==> src/rtl/bit_scan_pkg.sv <==
// rtl/bit_scan_pkg.sv - shared types for the bit scan encoder
//
// Purpose: scan state encoding used by bit_scan_encoder.
// Ports: none (package).

package bit_scan_pkg;

  // S_IDLE: no vector held. S_SCAN: residual mask is being emitted.
  typedef enum logic {S_IDLE, S_SCAN} scan_state_t;

endpackage

==> src/rtl/bit_scan_encoder_prio_enc.sv <==
// rtl/bit_scan_encoder_prio_enc.sv - parametrised combinational priority encoder
//
// Purpose: generalised form of the 8-bit priority encoder.
// Ports:
//   vec   in  WIDTH  vector to encode
//   idx   out POS_W  index of the priority set bit (0 when vec is zero)
//   any   out 1      at least one bit set
//   multi out 1      more than one bit set

module prio_enc #(
  parameter int WIDTH     = 8,
  parameter bit LSB_FIRST = 1'b1,
  parameter int POS_W     = $clog2(WIDTH)
) (
  input  logic [WIDTH-1:0] vec,
  output logic [POS_W-1:0] idx,
  output logic             any,
  output logic             multi
);

  // The loop walks toward the winning end so the last match assigned wins.
  always_comb begin
    idx = '0;
    if (LSB_FIRST) begin
      for (int i = WIDTH - 1; i >= 0; i--) begin
        if (vec[i]) idx = POS_W'(i);
      end
    end else begin
      for (int i = 0; i < WIDTH; i++) begin
        if (vec[i]) idx = POS_W'(i);
      end
    end
  end

  assign any = |vec;

  // Clearing the lowest set bit leaves something only if two or more were set.
  assign multi = |(vec & (vec - WIDTH'(1)));

endmodule

==> src/rtl/bit_scan_encoder.sv <==
// rtl/bit_scan_encoder.sv - streams the index of every set bit of a vector
//
// Purpose: accepts a WIDTH-bit vector over valid/ready and emits one beat per
// set bit, in priority order (lowest first when LSB_FIRST = 1). An all-zero
// vector produces a single beat flagged with zero.
// Ports:
//   clk       in  1      clock, rising edge
//   rst       in  1      asynchronous active-high reset
//   in_valid  in  1      input vector present
//   in_ready  out 1      block can accept a vector
//   in        in  WIDTH  vector to scan
//   pos_valid out 1      pos/pos_last/zero valid
//   pos_ready in  1      consumer accepts current beat
//   pos       out POS_W  index of current set bit
//   pos_last  out 1      final beat of this vector
//   zero      out 1      accepted vector was all-zero

module bit_scan_encoder
  import bit_scan_pkg::*;
#(
  parameter int WIDTH     = 8,
  parameter bit LSB_FIRST = 1'b1,
  parameter int POS_W     = $clog2(WIDTH)
) (
  input  logic             clk,
  input  logic             rst,
  input  logic             in_valid,
  output logic             in_ready,
  input  logic [WIDTH-1:0] in,
  output logic             pos_valid,
  input  logic             pos_ready,
  output logic [POS_W-1:0] pos,
  output logic             pos_last,
  output logic             zero
);

  scan_state_t      state, state_next;
  logic [WIDTH-1:0] mask, mask_next;
  logic             zflag, zflag_next;

  logic [POS_W-1:0] enc_idx;
  logic             enc_any;
  logic             enc_multi;
  logic [WIDTH-1:0] onehot;

  prio_enc #(
    .WIDTH    (WIDTH),
    .LSB_FIRST(LSB_FIRST),
    .POS_W    (POS_W)
  ) u_prio_enc (
    .vec  (mask),
    .idx  (enc_idx),
    .any  (enc_any),
    .multi(enc_multi)
  );

  assign onehot = WIDTH'(1) << enc_idx;

  always_ff @(posedge clk or posedge rst) begin
    if (rst) begin
      state <= S_IDLE;
      mask  <= '0;
      zflag <= 1'b0;
    end else begin
      state <= state_next;
      mask  <= mask_next;
      zflag <= zflag_next;
    end
  end

  always_comb begin
    state_next = state;
    mask_next  = mask;
    zflag_next = zflag;
    in_ready   = 1'b0;
    pos_valid  = 1'b0;
    pos        = '0;
    pos_last   = 1'b0;
    zero       = 1'b0;

    case (state)
      S_IDLE: begin
        in_ready = 1'b1;
      end
      S_SCAN: begin
        pos_valid = 1'b1;
        pos       = enc_idx;
        pos_last  = !enc_multi;
        zero      = zflag;
        if (pos_ready) begin
          // The zero-vector beat has nothing to clear.
          if (enc_any) mask_next = mask & ~onehot;
          if (!enc_multi) begin
            in_ready   = 1'b1;
            state_next = S_IDLE;
          end
        end
      end
      default: state_next = S_IDLE;
    endcase

    // A load on the final beat's edge overrides the return to idle,
    // giving back-to-back vectors without a bubble.
    if (in_valid && in_ready) begin
      mask_next  = in;
      zflag_next = (in == '0);
      state_next = S_SCAN;
    end
  end

endmodule

==> config.mk <==
export PLATFORM = sky130hd
export DESIGN_NAME = bit_scan_encoder
export DESIGN_NICKNAME = d
export VERILOG_FILES = /design/src/rtl/bit_scan_pkg.sv /design/src/rtl/bit_scan_encoder_prio_enc.sv /design/src/rtl/bit_scan_encoder.sv
export SDC_FILE = /design/constraint.sdc
export NUM_CORES = 1
export LEC_CHECK = 0
export CORE_MARGIN = 1
export CORE_UTILIZATION = 30
export DETAILED_ROUTE_END_ITERATION = 6
export SLEW_MARGIN = 0
export SYNTH_ARGS = -nofsm -noshare
export SYNTH_HDL_FRONTEND = slang
export SYNTH_HIERARCHICAL = 1
export SYNTH_SLANG_ARGS = --single-unit
==> constraint.sdc <==
create_clock -name clk -period 2.8 [get_ports clk]
set_input_delay 0.28 -clock clk [delete_from_list [all_inputs] [get_ports clk]]
set_output_delay 0.28 -clock clk [all_outputs]
set_load 0.01 [all_outputs]
==> flow_summary.yaml <==
worst_setup_path:
  path_class: "flip-flop to output pin"
  startpoint_type: "flip-flop"
  cp.required_ps: 2520
  r2r_slack_ps: 380
  r2r_cells: 8
  cp.arrival_ps: 2320
  rr_endpoint: "mask[2]$_DFFE_PP0P_"
  crit_fanout: 6
  rr_startpoint: "mask[1]$_DFFE_PP0P_"
  endpoint_kind: "output pin"
routing:
  viasPerCell: 5.21
  drtIter0Drc: 12
  postRouteAntennaNets: 0
  firstDrtPassIters: 4
  drt_wl_total_um: 1530
  post-route-drc-count: 0
  post_drt_wl_per_cell_um: 12.3
  vias: 651
floorplan:
  die_h_um: 49.5
  die_w_um: 49.5
  rows: 16
  dieArea_um2: 2450
  io_pins: 19
  fp.coreArea_um2: 2040
  start_util_pct: 33.2
logic_synthesis:
  yosys.area.top_type: "dfrtp_1"
  synth.area.top_cells: "dfrtp_1 37%, mux2i_1 10%, inv_1 5.5%"
  synth-seq-cells: 10
  syn-num-nets: 87
  yosysSeqAreaShare_pct: 36.9
  yosysWarningCount: 6
  syn_area_per_cell_um2: 9.04
  syn_area_um2: 678
  syn-instance-count: 75
  netlist.area_leader.share_pct: 36.9
  ys_types: 25
place:
  io_buffers: 18
  placement.cell_area_um2: 900
  finalWeightedCongestion: 0.764
  hpwl_um: 1150
  place_ws_ps: 355
global_routing:
  grt_use_total_pct: 13.9
  grt_max_degree: 11
  grt_antenna_before_repair: 0
  grt_pass1_vias: 625
  grt_overflow_total: 0
  grt_pass1_wl_um: 2620
final_layout:
  final_cell_mix: "17 x clkdlybuf4s50_1, 10 x inv_1, 10 x dfrtp_1"
  n_fill_cell: 224
  fin_nets: 112
  synthToLayoutAreaGrowth_pct: 37.5
  layout-drive-gt1-share_pct: 10.2
  layout_commonest_cell: "clkdlybuf4s50_1"
  fin_area_um2: 932
  diodes: 0
  final_util_pct: 45.6
run_status:
  status: "complete, no violations"
clock_network:
  cts_root_buf: "clkbuf_4"
  clock_path_buffers: 2
  clock_latency_ps: 260
  clk_pin_slew_ps: 60
  htreeDepth: 1
  cts_tree: "yes"
  cts_buffers: 3
  cts_sinks: 10
timing:
  setup_viol_count_final: 0
  whs_ps: 298
  finalHoldViolCount: 0
  tightestPinTransition_ps: 532
  rsz0062_at_grt: "no"
  fmax_mhz: 384
  post-route-worst-setup-slack_ps: 198
  skew_ps: 4.42
  finalCritPeriodShare_pct: 92.9
  max_slew_margin_pct: 63.6
  finalMaxSlewViolations: 0
  tns_ps: 0
  fin_crit_ps: 2600
flow_run:
  cap_violations: 0
pwr:
  p_leak_nw: 0.393
  ir_drop_v: 0.000462
  p_per_area_nw_per_um2: 1110
hold_path:
  holdCritPathClass: "primary input to asynchronous set/reset pin"
## synthesized netlist by cell type, drive strengths merged
| library cell | n |
|---|---|
| buf | 1 |
| nand2b | 5 |
| dfrtp | 10 |
| o21bai | 1 |
| mux2i | 7 |
| nand4 | 1 |
| or4 | 1 |
| a21boi | 1 |
| o21ai | 8 |
| and2 | 4 |
| o31a | 2 |
| mux2 | 2 |
| a2111oi | 2 |
| nor4 | 2 |
| maj3 | 1 |
| nand4b | 1 |
| a21oi | 3 |
| nor2 | 2 |
| nor3 | 5 |
| nand2 | 4 |
| inv | 10 |
| a21o | 1 |
| nor2b | 1 |
## report_power, final
group	internal, mW	switching, mW	leakage [nW]
sequential	0.209	0.101	0.123
clock	0.0495	0.0448	0.0138
combinational	0.341	0.288	0.257
## through the flow
step	power (mW)	cells
finish	1.03	125
global route	1.11	125
CTS	1.02	124
detailed placement	0.925	121
floorplan	0.681	75
global placement	0.928	121
## cell families after synthesis
| group | after synthesis | synth area share [%] |
|---|---|---|
| DFF | 10 | 36.9 |
| adders and majority gates | 1 | 1.48 |
| and+or+nand+nor | 26 | 22.0 |
| muxes | 9 | 13.7 |
| buffers and inverters | 11 | 6.64 |
| AOI/OAI and AO/OA | 18 | 19.4 |
## layer usage
layer | vias up | part of all wire [%] | track usage (%) | wire (um)
li1 | 311 | - | - | -
met1 | 313 | 47 | 16.9 | 720
met2 | 25 | 48 | 23.6 | 743
met3 | 2 | 4.0 | 2.78 | 61
met4 | 0 | 0.59 | 5.71 | 9
met5 | - | 0 | 0 | 0
## registers in the layout, summed over array words and instances (netlist names)
| signal | flops |
|---|---|
| mask | 8 |
| state | 1 |
| zflag | 1 |
## area by class of cell
class                   count  area (um^2)  share of cell area [%]
multi-input cells          54          383                    41.1
flip-flops and latches     10          250                    26.8
inverters                  10         37.5                    4.03
clock buffers               3         22.5                    2.42
well taps                  27         33.8                    3.62
repair buffers             21          205                    22.0
## critical path, cell delays in order, from the launching register on
cell,delay [ps]
dfrtp_1,430
or4_4,570
a2111oi_4,200
a21o_1,120
o21ai_1,70
nor2b_1,140
clkdlybuf4s50_1,540
## timing repair
action / CTS / global route
buffers inserted: 0 / 1
hold buffers: 0 / 0
resized for setup: 0 / 1
endpoints found under the setup margin: 0 / 1
## worst max-delay path by stage
| stage | from | endpoint | slack [ps] |
|---|---|---|---|
| 6_report | mask[1]$_DFFE_PP0P_ | pos_last | 200 |
| 5_1_grt | mask[1]$_DFFE_PP0P_ | pos_last | 110 |
| 4_1_cts | mask[3]$_DFFE_PP0P_ | in_ready | 70 |
| 3_5_place_dp | mask[3]$_DFFE_PP0P_ | in_ready | 350 |
| 3_3_place_gp | mask[3]$_DFFE_PP0P_ | in_ready | 390 |
| 2_1_floorplan | mask[3]$_DFFE_PP0P_ | mask[0]$_DFFE_PP0P_ | 520 |
(Power assumes the default switching activity.)
